### config.mk
export PLATFORM = sky130hd
export DESIGN_NAME = seg7_scan_driver
export DESIGN_NICKNAME = d
export VERILOG_FILES = /design/src/rtl/seg7_pkg.sv /design/src/rtl/seg7_glyph_rom.sv /design/src/rtl/seg7_scan_driver.sv
export SDC_FILE = /design/constraint.sdc
export NUM_CORES = 1
export LEC_CHECK = 0
export CAP_MARGIN = 20
export CORE_MARGIN = 1
export CORE_UTILIZATION = 38
export CTS_BUF_LIST = sky130_fd_sc_hd__clkbuf_8
export CTS_CLUSTER_DIAMETER = 120
export DETAILED_ROUTE_END_ITERATION = 8
export DONT_BUFFER_PORTS = 1
export GPL_TIMING_DRIVEN = 0
export PLACE_DENSITY = 0.48
export SYNTH_ARGS = -nofsm -noshare
export SYNTH_HDL_FRONTEND = slang
export SYNTH_SLANG_ARGS = --single-unit
export TNS_END_PERCENT = 20
### constraint.sdc
create_clock -name clk -period 3.2 [get_ports clk]
set_input_delay 0.96 -clock clk [delete_from_list [all_inputs] [get_ports clk]]
set_output_delay 0.96 -clock clk [all_outputs]
set_load 0.005 [all_outputs]
### src/rtl/seg7_pkg.sv
// Shared constants, state type and width helper for the 7-segment scan driver.
// Glyphs are abcdefg, active-low (0 = segment lit).
package seg7_pkg;

    localparam logic [6:0] GLYPH_0 = 7'b0000001;
    localparam logic [6:0] GLYPH_1 = 7'b1001111;
    localparam logic [6:0] GLYPH_2 = 7'b0010010;
    localparam logic [6:0] GLYPH_3 = 7'b0000110;
    localparam logic [6:0] GLYPH_4 = 7'b1001100;
    localparam logic [6:0] GLYPH_5 = 7'b0100100;
    localparam logic [6:0] GLYPH_6 = 7'b0100000;
    localparam logic [6:0] GLYPH_7 = 7'b0001111;
    localparam logic [6:0] GLYPH_8 = 7'b0000000;
    localparam logic [6:0] GLYPH_9 = 7'b0000100;
    localparam logic [6:0] GLYPH_A = 7'b0001000;
    localparam logic [6:0] GLYPH_B = 7'b1100000;
    localparam logic [6:0] GLYPH_C = 7'b0110001;
    localparam logic [6:0] GLYPH_D = 7'b1000010;
    localparam logic [6:0] GLYPH_E = 7'b0110000;
    localparam logic [6:0] GLYPH_F = 7'b0111000;

    // All segments and the decimal point off.
    localparam logic [7:0] SEG_BLANK = 8'hFF;

    typedef enum logic {ST_ACTIVE, ST_BLANK} seg7_state_e;

    // Ceiling log2; returns 0 for values <= 1.
    function automatic int unsigned clog2(input int unsigned value);
        int unsigned width;
        width = 0;
        while ((64'd1 << width) < 64'(value)) width++;
        return width;
    endfunction

endpackage

### src/rtl/seg7_glyph_rom.sv
// Nibble-to-segment decoder: returns {a,b,c,d,e,f,g,dp}, active-low.
// A set blank input forces every segment off.
module seg7_glyph_rom
    import seg7_pkg::*;
(
    input  logic [3:0] nibble,
    input  logic       dp,
    input  logic       blank,
    output logic [7:0] pattern
);

    logic [6:0] glyph;

    // Hex lookup, then merge the decimal point and blanking.
    always_comb begin
        glyph = GLYPH_8;
        unique case (nibble)
            4'h0: glyph = GLYPH_0;
            4'h1: glyph = GLYPH_1;
            4'h2: glyph = GLYPH_2;
            4'h3: glyph = GLYPH_3;
            4'h4: glyph = GLYPH_4;
            4'h5: glyph = GLYPH_5;
            4'h6: glyph = GLYPH_6;
            4'h7: glyph = GLYPH_7;
            4'h8: glyph = GLYPH_8;
            4'h9: glyph = GLYPH_9;
            4'hA: glyph = GLYPH_A;
            4'hB: glyph = GLYPH_B;
            4'hC: glyph = GLYPH_C;
            4'hD: glyph = GLYPH_D;
            4'hE: glyph = GLYPH_E;
            4'hF: glyph = GLYPH_F;
        endcase
        pattern = blank ? SEG_BLANK : {glyph, ~dp};
    end

endmodule

### src/rtl/seg7_scan_driver.sv
// Time-multiplexed common-anode 7-segment driver with per-slot dead time.
// Inputs are captured into a pending register on load and promoted to the
// displayed shadow register only at frame boundaries, so frames never tear.
// Optional build macro: SEG7_LZS_EN enables leading-zero suppression.
module seg7_scan_driver
    import seg7_pkg::*;
#(
    parameter int unsigned NUM_DIGITS   = 8,
    parameter int unsigned SCAN_DIV     = 50000,
    parameter int unsigned BLANK_CYCLES = 500
) (
    input  logic                    clk,
    input  logic                    rst,
    input  logic [4*NUM_DIGITS-1:0] data,
    input  logic [NUM_DIGITS-1:0]   dp_in,
    input  logic [NUM_DIGITS-1:0]   digit_en,
    input  logic                    load,
    output logic [NUM_DIGITS-1:0]   an,
    output logic [7:0]              seg,
    output logic                    frame_start
);

    localparam int unsigned CW = (clog2(SCAN_DIV) < 1) ? 1 : clog2(SCAN_DIV);
    localparam int unsigned IW = (clog2(NUM_DIGITS) < 1) ? 1 : clog2(NUM_DIGITS);
    localparam logic [CW-1:0] CNT_LAST     = CW'(SCAN_DIV - 1);
    localparam logic [CW-1:0] CNT_ACT_LAST = CW'(SCAN_DIV - BLANK_CYCLES - 1);
    localparam logic [IW-1:0] IDX_LAST     = IW'(NUM_DIGITS - 1);

    logic [CW-1:0]           cnt_q;
    logic [IW-1:0]           idx_q;
    seg7_state_e             state_q;
    logic [4*NUM_DIGITS-1:0] pend_data_q, shadow_data_q, src_data;
    logic [NUM_DIGITS-1:0]   pend_dp_q, shadow_dp_q, src_dp;
    logic [NUM_DIGITS-1:0]   pend_en_q, shadow_en_q, src_en, src_en_eff;
    logic [NUM_DIGITS-1:0]   an_sel;
    logic [3:0]              cur_nibble;
    logic                    cur_dp, cur_en, cur_blank, frame_wrap;
    logic [7:0]              glyph_seg;

    assign frame_wrap = (cnt_q == CNT_LAST) && (idx_q == IDX_LAST);

    // A load coinciding with the frame boundary bypasses pending straight to shadow.
    assign src_data = load ? data     : pend_data_q;
    assign src_dp   = load ? dp_in    : pend_dp_q;
    assign src_en   = load ? digit_en : pend_en_q;

`ifdef SEG7_LZS_EN
    logic lzs_run;

    // Blank leading zero digits from the top down; digit 0 always survives.
    always_comb begin
        lzs_run    = 1'b1;
        src_en_eff = src_en;
        for (int i = NUM_DIGITS - 1; i > 0; i--) begin
            if (lzs_run) begin
                if ((src_data[4*i +: 4] != 4'h0) || src_dp[i]) begin
                    lzs_run = 1'b0;
                end else begin
                    src_en_eff[i] = 1'b0;
                end
            end
        end
    end
`else
    assign src_en_eff = src_en;
`endif

    // Pending capture on load; shadow promotion at the frame boundary.
    always_ff @(posedge clk) begin
        if (rst) begin
            pend_data_q   <= '0;
            pend_dp_q     <= '0;
            pend_en_q     <= '0;
            shadow_data_q <= '0;
            shadow_dp_q   <= '0;
            shadow_en_q   <= '0;
        end else begin
            if (load) begin
                pend_data_q <= data;
                pend_dp_q   <= dp_in;
                pend_en_q   <= digit_en;
            end
            if (frame_wrap) begin
                shadow_data_q <= src_data;
                shadow_dp_q   <= src_dp;
                shadow_en_q   <= src_en_eff;
            end
        end
    end

    // Select the current digit's nibble, dp, enable and anode position.
    always_comb begin
        cur_nibble = 4'h0;
        cur_dp     = 1'b0;
        cur_en     = 1'b0;
        an_sel     = '1;
        for (int i = 0; i < NUM_DIGITS; i++) begin
            if (idx_q == IW'(i)) begin
                cur_nibble = shadow_data_q[4*i +: 4];
                cur_dp     = shadow_dp_q[i];
                cur_en     = shadow_en_q[i];
                an_sel[i]  = 1'b0;
            end
        end
        cur_blank = (state_q != ST_ACTIVE) || !cur_en;
    end

    seg7_glyph_rom u_glyph_rom (
        .nibble  (cur_nibble),
        .dp      (cur_dp),
        .blank   (cur_blank),
        .pattern (glyph_seg)
    );

    // Slot counter, digit index, active/blank FSM and registered pin outputs.
    always_ff @(posedge clk) begin
        if (rst) begin
            cnt_q       <= '0;
            idx_q       <= '0;
            state_q     <= ST_ACTIVE;
            an          <= '1;
            seg         <= SEG_BLANK;
            frame_start <= 1'b0;
        end else begin
            an          <= cur_blank ? '1 : an_sel;
            seg         <= glyph_seg;
            frame_start <= (cnt_q == '0) && (idx_q == '0);
            if (cnt_q == CNT_LAST) begin
                cnt_q   <= '0;
                state_q <= ST_ACTIVE;
                idx_q   <= (idx_q == IDX_LAST) ? '0 : idx_q + IW'(1);
            end else begin
                cnt_q <= cnt_q + CW'(1);
                // With no blank phase CNT_ACT_LAST equals CNT_LAST, caught above.
                if (cnt_q == CNT_ACT_LAST) begin
                    state_q <= ST_BLANK;
                end
            end
        end
    end

endmodule
==> flow_metrics.env <==
export IMPL_synthSimpleGateAreaFrac_pct=14.24
export IMPL_grt_pass1_wl_um=20930
export IMPL_die_w_um=120.5
export IMPL_cts_tree="yes"
export IMPL_regArea_um2=2663
export IMPL_synth_xor_area_share_pct=1.971
export IMPL_cts_root_buf="clkbuf_8"
export IMPL_period_minus_slack_ps=3034
export IMPL_syn_nets=610
export IMPL_dp_cells=723
export IMPL_crit_fanout=8
export IMPL_die_area_um2=14510
export IMPL_wirelength_um=12890
export IMPL_grt_pass1_vias=3995
export IMPL_power_switching_share_pct=20.14
export IMPL_drc=0
export IMPL_setup_tns_ps=0
export IMPL_max_slew_margin_rel_pct=50.66
export IMPL_drv_cap=0
export IMPL_setup_viol=0
export IMPL_crit_type="reg2reg"
export IMPL_worstSetupStartpointType="register"
export IMPL_gp_congestion=0.8453
export IMPL_netlist_instances=547
export IMPL_cts_htree_levels=4
export IMPL_fin_crit_sh_pct=94.83
export IMPL_io_buffer_count=0
export IMPL_hold_viol=0
export IMPL_rows=42
export IMPL_grt_overflow=0
export IMPL_skew_ps=14.05
export IMPL_avgSynthCellArea_um2=9.749
export IMPL_yosys_register_bits=133
export IMPL_ff2ff_setup_slack_ps=170
export IMPL_yosys_warnings=0
export IMPL_ant_nets=0
export IMPL_async_flop_share_pct=0
export IMPL_nets=628
export IMPL_vias_per_cell=5.264
export IMPL_arrival_ps=3340
export IMPL_n_fill_cell=1362
export IMPL_antenna_found_initial=0
export IMPL_clkTransAtPathRegs_ps=80
export IMPL_max_freq_mhz=329.6
export IMPL_synth_top_family_by_area="compound AO/OA/AOI/OAI gates"
export IMPL_io_pins=68
export IMPL_muxShareOfSynthArea_pct=9.761
export IMPL_p_clk_share_pct=50.0
export IMPL_syn_to_final_growth_pct=14.45
export IMPL_p_seq_share_pct=46.1
export IMPL_rsz0062_at_grt="false"
export IMPL_synth_compound_area_share_pct=16.12
export IMPL_power_density_nw_per_um2=606.1
export IMPL_diodes=0
export IMPL_ir_drop_uv=308.2
export IMPL_worst_pin_slew_ps=740.1
export IMPL_power_switching_uw=745.1
export IMPL_drive_above_1_share_pct=10.73
export IMPL_numCtsBuffers=17
export IMPL_worstPathRequired_ps=3510
export IMPL_multiInputGateArea_um2=2407
export IMPL_setup_ws_ps=165.6
export IMPL_synth_edf_count=0
export IMPL_clockBufferDepth=2
export IMPL_p_comb_share_pct=3.9
export IMPL_wl_per_cell_um=17.10
export IMPL_initial_core_util_pct=39.64
export IMPL_fin_cells=754
export IMPL_hpwlAfterDp_um=9303
export IMPL_p_total_mw=3.699
export IMPL_leakage_nw=2.653
export IMPL_hp_class="reg2reg"
export IMPL_status="finished, final reports clean"
export IMPL_synth_adder_area_share_pct=2.816
export IMPL_synth_cell_area_um2=5333
export IMPL_pre_cts_ws_ps=-72.95
export IMPL_utilization_pct=45.37
export IMPL_ys_seq_area_share_pct=49.93
export IMPL_grt_usage_pct=19.38
export IMPL_dr_pass1_iters=4
export IMPL_ys_types=49
export IMPL_end_kind="register"
export IMPL_core_um2=13450
export IMPL_intPower_mw=2.954
export IMPL_synth_ff_type="dfxtp_1"
export IMPL_die_y_um=120.5
export IMPL_drt_iter0_drc=235
export IMPL_slew_viol_final=0
export IMPL_clk_latency_ps=450
export IMPL_num_vias=3969
export IMPL_cts_sinks=133
export IMPL_grt_max_degree=17
-- power groups by stage --
| stage | sequential [mW] | combinational [mW] | clock [mW] |
|---|---|---|---|
| final | 1.70 | 0.144 | 1.85 |
| after floorplan | 1.74 | 0.113 | 0 |
| after detailed placement | 1.74 | 0.147 | 0 |
| after global placement | 1.74 | 0.144 | 0 |
| after CTS | 1.70 | 0.147 | 1.90 |
| after global routing | 1.71 | 0.163 | 1.98 |
-- through the flow --
| stage | hold slack [ps] | area (um^2) |
|---|---|---|
| after floorplan | 417.3 | 5333 |
| after global placement | 435.2 | 5553 |
| after detailed placement | 441.7 | 5553 |
| after CTS | 459.0 | 6092 |
| after global routing | 495.5 | 6103 |
| final | 451.1 | 6103 |
-- cells in the mapped netlist, types with 7 or more instances --
master	instances	area, um^2
clkbuf_1	19	71.32
nor2_1	81	304.0
dfxtp_1	133	2663
inv_1	16	60.06
nand2_1	30	112.6
xor2_1	7	61.31
o22a_1	48	420.4
mux2i_1	52	520.5
buf_2	13	65.06
o21ai_0	12	60.06
ha_1	12	150.1
a21oi_1	19	95.09
nand4_1	11	68.82
nand3_1	13	65.06
-- kinds of logic (layout without fill, tap and decap cells) --
logic type,Yosys count,count (layout)
xor gates and xnor gates,12,12
AOI/OAI and AO/OA,113,113
muxes,52,52
and+or+nand+nor,165,165
buffers and inverters,60,91
DFF,133,133
adders and majority gates,12,12
-- path summary, 6_finish.rpt --
path,depth (start not counted),endpoint,startpoint
worst max-delay path,12,seg[4],idx_q[2]
worst min-delay path,1,cnt_q[0],cnt_q[0]
worst max register to register,12,seg[4],idx_q[2]
worst min register to register,1,cnt_q[0],cnt_q[0]
-- placed cells by master, fill, tap and decap left out, types with 14 or more instances in the layout --
cell,instances
dfxtp_1,133
nor2_1,81
mux2i_1,52
o22a_1,48
nand2_1,30
a21oi_1,19
clkbuf_8,19
inv_1,16
clkbuf_1,16
buf_2,14
-- state kept, by name (all words and copies together) (netlist names), 3 cells and up --
register and count:
idx_q 3, seg 8, pend_data_q 32, shadow_data_q 32, cnt_q 16, an 8, pend_en_q 8, shadow_en_q 8
shadow_dp_q 8, pend_dp_q 8
-- final cells by class --
type,instances,area share [%]
tap,176,3.608
clock inverter,13,4.510
clock buffer,19,4.285
sequential,133,43.62
buffer,41,3.403
inverter,18,1.128
multi-input combinational,354,39.44
-- layer usage --
layer  global-route usage [%]  wire, um
met1                    24.47      5988
met2                    29.92      6138
met3                    6.132       568
met4                    9.182       198
met5                        0         0
-- worst max-delay path: stages (launching register included) --
cell and delay, ps:
dfxtp_1 340, buf_2 190, clkinv_2 200, ha_1 350, or2_2 320, o211ai_1 230
a221oi_1 110, and3_1 190, buf_2 180, ha_1 330, a21boi_0 130, a31oi_1 190
o2111ai_1 130
-- timing repair --
action	4_1_cts	5_1_grt
hold endpoints to repair	0	0
buffers inserted	0	0
hold buffers	0	0
gates resized for setup	2	7
setup endpoints to repair	2	14
No activity file was read; power rests on OpenSTA's default activity.
==> edit 1: new RTL, config.mk and constraints unchanged <==
Build with the macro `SEG7_LZS_EN` defined.
--- a/src/rtl/seg7_scan_driver.sv
+++ b/src/rtl/seg7_scan_driver.sv
@@ -2,6 +2,8 @@
 // Inputs are captured into a pending register on load and promoted to the
 // displayed shadow register only at frame boundaries, so frames never tear.
 // Optional build macro: SEG7_LZS_EN enables leading-zero suppression.
+`define SEG7_LZS_EN
+
 module seg7_scan_driver
     import seg7_pkg::*;
 #(
Check against the original RTL: same outputs for any inputs over 10 cycles, from zero or initial values and one cycle with rst high; that may be too few to reach the edited logic, so the function may still have changed.
==> edit 1 against the original RTL <==
- clock power shrank 12%
- routed wire length grew 18%
- worst setup slack improved by 0.13 ns
- power fell by 5.0%
- via count is 13% higher
- count of clock-buffer cells in the layout stayed put
- critical path depth is the same
- design area rose by 4.2%
- synthesized cell count increased by 9.5%
- sequential cell count unchanged
- area after synthesis up 5.7%
==> edit 1: results (changes against the original RTL) <==
r2r_slack_ns: 0.29  # was 0.17 ns
p_total_w: 0.00351  # was 0.00370 W
swShare_pct: 22.3  # was 20.1%
p_clk_share_pct: 46.3  # was 50.0%
drive_gt1_share_pct: 10.6  # was 10.7%
grt_pass1_vias: 4432  # was 3995
yosysSeqAreaShare_pct: 47.2  # was 49.9%
use_met2_pct: 34.2  # was 29.9%
peakVddDrop_uv: 264  # was 308 µV
synth_compound_area_share_pct: 16.4  # was 16.1%
fin_skew_ns: 0.0115  # was 0.0140 ns
crit_arrival_ns: 3.24  # was 3.34 ns
ctsResizeCount: 3  # was 2
grt_usage_pct: 21.4  # was 19.4%
dp_hpwl_mm: 11.5  # was 9.30 mm
nFillCells: 1414  # was 1362
worst_slew_pin_slew_ns: 0.830  # was 0.740 ns
fin_crit_ns: 2.91  # was 3.03 ns
min_from: "shadow_en_q[7]$_SDFFE_PP0P_"  # was cnt_q[0]$_SDFF_PP0_
wl_met2_mm: 6.94  # was 6.14 mm
synthAdderAreaFrac_pct: 2.66  # was 2.82%
synth_cell_types: 60  # was 49
outcome: "complete, no violations"  # unchanged
place_ws_ns: -0.261  # was -0.0729 ns
crit_fanout: 10  # was 8
synth_area_leaders: "dfxtp_1 47%, mux2i_1 9.1%, o22a_1 6.1%"  # was dfxtp_1 50%, mux2i_1 9.8%, o22a_1 7.9%
holdWs_ns: 0.452  # was 0.451 ns
drtIter0Drc: 319  # was 235
detail_route.vias_per_cell: 5.52  # was 5.26
routed_wl_mm: 15.2  # was 12.9 mm
grt_pass1_wl_mm: 23.9  # was 20.9 mm
holdPathEnd: "an[7]$_SDFF_PP1_"  # was cnt_q[0]$_SDFF_PP0_
cp-endpoint: "seg[7]$_SDFF_PP1_"  # was seg[4]$_SDFF_PP1_
place_congestion: 0.813  # was 0.845
avgSynthCellArea_um2: 9.41  # was 9.75 µm²
place_area_mm2: 0.00587  # was 0.00555 mm²
rr_endpoint: "seg[7]$_SDFF_PP1_"  # was seg[4]$_SDFF_PP1_
met3_usage_pct: 5.31  # was 6.13%
worst_path_max_delay_cell: "dfxtp_1"  # was ha_1
synth-xor-area-share_pct: 1.71  # was 1.97%
[edit 1: cell count changes after synthesis, sizes merged, moves of 4 or more]
| cell | before | now |
|---|---|---|
| nand2 | 30 | 34 |
| o21ai | 12 | 18 |
| or3 | 2 | 6 |
| o22a | 48 | 39 |
| o31ai | 2 | 6 |
| or4 | 2 | 8 |
| nor4 | 1 | 7 |
| nand4 | 11 | 2 |
| nand3b | 4 | 11 |
| nand3 | 13 | 23 |
| inv | 16 | 12 |
| nor3 | 4 | 12 |
[edit 1: cell families after synthesis]
group,Yosys count
xor+xnor,11
flops,133
mux,51
fa+ha+maj,12
buf+inv,54
compound gates,125
simple gates,213
[edit 1: final cells by class]
cell class	count	area [µm²]	share of cell area [%]
Clock buffer	19	262	4.11
Sequential cell	133	2660	41.9
Clock inverter	12	203	3.19
Inverter	13	50.0	0.787
Timing Repair Buffer	2	15.0	0.236
Tap cell	184	230	3.62
Buffer	40	194	3.05
Multi-Input combinational cell	412	2740	43.1
==> edit 2: new RTL, same flow settings <==
Without the edit above. Register the output `frame_start` once more, with the module's reset; this adds one clock of latency there. The other outputs are not delayed to match.
--- a/src/rtl/seg7_scan_driver.sv
+++ b/src/rtl/seg7_scan_driver.sv
@@ -25,6 +25,8 @@
     localparam logic [CW-1:0] CNT_LAST     = CW'(SCAN_DIV - 1);
     localparam logic [CW-1:0] CNT_ACT_LAST = CW'(SCAN_DIV - BLANK_CYCLES - 1);
     localparam logic [IW-1:0] IDX_LAST     = IW'(NUM_DIGITS - 1);
+
+    logic frame_start_s0;
 
     logic [CW-1:0]           cnt_q;
     logic [IW-1:0]           idx_q;
@@ -120,11 +122,11 @@
             state_q     <= ST_ACTIVE;
             an          <= '1;
             seg         <= SEG_BLANK;
-            frame_start <= 1'b0;
+            frame_start_s0 <= 1'b0;
         end else begin
             an          <= cur_blank ? '1 : an_sel;
             seg         <= glyph_seg;
-            frame_start <= (cnt_q == '0) && (idx_q == '0);
+            frame_start_s0 <= (cnt_q == '0) && (idx_q == '0);
             if (cnt_q == CNT_LAST) begin
                 cnt_q   <= '0;
                 state_q <= ST_ACTIVE;
@@ -139,4 +141,12 @@
         end
     end
 
+    always_ff @(posedge clk) begin
+        if (rst) begin
+            frame_start <= '0;
+        end else begin
+            frame_start <= frame_start_s0;
+        end
+    end
+
 endmodule
Formal check against the unedited RTL: not equivalent (a bounded check fails within 4 cycles, from zero or initial values and one cycle with rst high).
==> edit 2 against the original RTL <==
- worst setup slack better by 0.024 ns
- sequential cell count up 1
- via count down 1.3%
- clock power down 24%
- area after synthesis up 0.38%
- first-iteration DRC count up 8.5%
- routed wire length down 4.0%
- power down 12%
- design area down 1.7%
- sequential share of layout area up 1.1 points
- largest power group is now registers
- highest routed layer unchanged
==> edit 2: results (changes against the original RTL) <==
outcome: "complete, no violations"  # unchanged
dr.pass1.iters: 4  # unchanged
p_total_w: 0.00327  # was 0.00370 W
grt.met1_usage_pct: 23.9  # was 24.5%
vias: 3918  # was 3969
rr_endpoint: "seg[7]$_SDFF_PP1_"  # was seg[4]$_SDFF_PP1_
synth_warnings: 0  # unchanged
cts_made_buffers: 17  # unchanged
antenna_found_initial: 0  # unchanged
critical-path-max-stage-delay_ns: 0.45  # was 0.35 ns
synth_cell_types: 52  # was 49
crit_type: "reg -> reg"  # unchanged
num_antenna_cells: 0  # unchanged
place_area_mm2: 0.00558  # was 0.00555 mm²
place_congestion: 0.870  # was 0.845
synth-async-reset-ratio_pct: 0  # unchanged
clock_path_buffers: 2  # unchanged
crit_arrival_ns: 3.33  # was 3.34 ns
fin_skew_ns: 0.00830  # was 0.0140 ns
r2r_start: "idx_q[2]$_SDFFE_PP0N_"  # unchanged
use_met2_pct: 29.0  # was 29.9%
worst_slew_pin_slew_ns: 0.934  # was 0.740 ns
cp-startpoint: "idx_q[2]$_SDFFE_PP0N_"  # unchanged
synth_area_leaders: "dfxtp_1 50%, mux2i_1 9.9%, o22a_1 7.9%"  # was dfxtp_1 50%, mux2i_1 9.8%, o22a_1 7.9%
grt_max_degree: 17  # unchanged
reg_top3: "pend_data_q: 32 flops, shadow_data_q: 32 flops, cnt_q: 16 flops"  # unchanged
reg2reg_depth: 11  # was 12
routed_wl_mm: 12.4  # was 12.9 mm
drive_gt1_share_pct: 10.8  # was 10.7%
leakage_nw: 2.66  # was 2.65 nW
finalNetCount: 622  # was 628
dp_hpwl_mm: 9.14  # was 9.30 mm
syn-num-nets: 602  # was 610
met3_usage_pct: 5.05  # was 6.13%
r2r_slack_ns: 0.19  # was 0.17 ns
hold_class: "reg -> reg"  # unchanged
drtIter0Drc: 255  # was 235
synthTopCellsByCount: "134 x dfxtp_1, 79 x nor2_1, 53 x mux2i_1, 48 x o22a_1, 38 x nand2_1"  # was 133 x dfxtp_1, 81 x nor2_1, 52 x mux2i_1, 48 x o22a_1, 30 x nand2_1
crit_fanout: 10  # was 8
grt_pass1_wl_mm: 20.3  # was 20.9 mm
port_buffers: 0  # unchanged
htreeDepth: 4  # unchanged
clk_pin_slew_ns: 0.07
grt_usage_pct: 18.4  # was 19.4%
worst_path_max_delay_cell: "a31oi_2"  # was ha_1
cts-root-buf: "clkbuf_8"  # unchanged
yosysSeqAreaShare_pct: 50.1  # was 49.9%
peakVddDrop_uv: 217  # was 308 µV
==> edit 2: cell types whose count changed after synthesis, moves of 4 or more <==
cell,change
clkbuf_1,-8
nand2_1,+8
a21oi_1,-6
nor2b_1,+6
o21ai_0,-6
nand4_1,-5
inv_1,-4
==> edit 2: per-stage QoR <==
stage,instances,setup slack [ns],util [%],TNS (ns)
6_report,752,0.190,43.4,0
5_1_grt,752,0.0348,43.4,0
3_5_place_dp,719,-0.0411,40.3,-0.0411
3_3_place_gp,719,0.0409,40.3,0
2_1_floorplan,539,0.656,-,0
4_1_cts,751,0.165,43.3,0
==> edit 2: timing repair <==
action,4_1_cts,5_1_grt
hold buffers,0,0
setup endpoints to repair,3,5
resized for setup,1,3
==> edit 2: how the worst min path moves through the flow <==
| stage | start | depth (start not counted) | endpoint | slack (ns) |
|---|---|---|---|---|
| floorplan | frame_start_s0$_SDFF_PP0_ | 1 | frame_start$_SDFF_PP0_ | 0.41 |
| global placement | frame_start_s0$_SDFF_PP0_ | 1 | frame_start$_SDFF_PP0_ | 0.42 |
| detailed placement | frame_start_s0$_SDFF_PP0_ | 1 | frame_start$_SDFF_PP0_ | 0.44 |
| CTS | frame_start_s0$_SDFF_PP0_ | 1 | frame_start$_SDFF_PP0_ | 0.45 |
| global route | frame_start_s0$_SDFF_PP0_ | 1 | frame_start$_SDFF_PP0_ | 0.46 |
| finish | frame_start_s0$_SDFF_PP0_ | 1 | frame_start$_SDFF_PP0_ | 0.44 |
==> edit 2: cell type report <==
type,instances,area (µm²)
Fill cell,1343,7830
Sequential cell,134,2680
Multi-Input combinational cell,355,2430
Clock buffer,22,303
Tap cell,180,225
Buffer,38,199
Clock inverter,10,103
Inverter,12,45.0
Timing Repair Buffer,1,5.00
==> edit 2: critical path, delay by kind of cell, from the launching register on <==
family                   cells  cell delay [ns]
AO/OA/AOI/OAI                3             0.83
adder cells (fa/ha/maj)      2             0.50
buffers and inverters        4             0.81
flip-flops                   1             0.33
AND/OR/NAND/NOR              2             0.40
==> edit 2: report_power, final <==
| part | switching [W] | total (W) | internal [W] |
|---|---|---|---|
| Sequential | 0.0000130 | 0.00172 | 0.00171 |
| Clock | 0.000624 | 0.00141 | 0.000785 |
| Combinational | 0.0000813 | 0.000139 | 0.0000572 |
==> edit 2: per-layer routing <==
layer / wire length [µm] / share of wire (%)
met5: 0 / 0
met4: 177 / 1.4
met3: 548 / 4.4
met2: 5620 / 45
met1: 6030 / 49
==> edit 2: cells by family after synthesis <==
| kind of cell | Yosys count | share of synthesized area [%] |
|---|---|---|
| compound gates | 104 | 15.3 |
| xor+xnor | 14 | 2.29 |
| fa+ha+maj | 12 | 2.80 |
| buf+inv | 50 | 4.51 |
| flops | 134 | 50.1 |
| mux | 53 | 9.91 |
| simple gates | 172 | 15.1 |
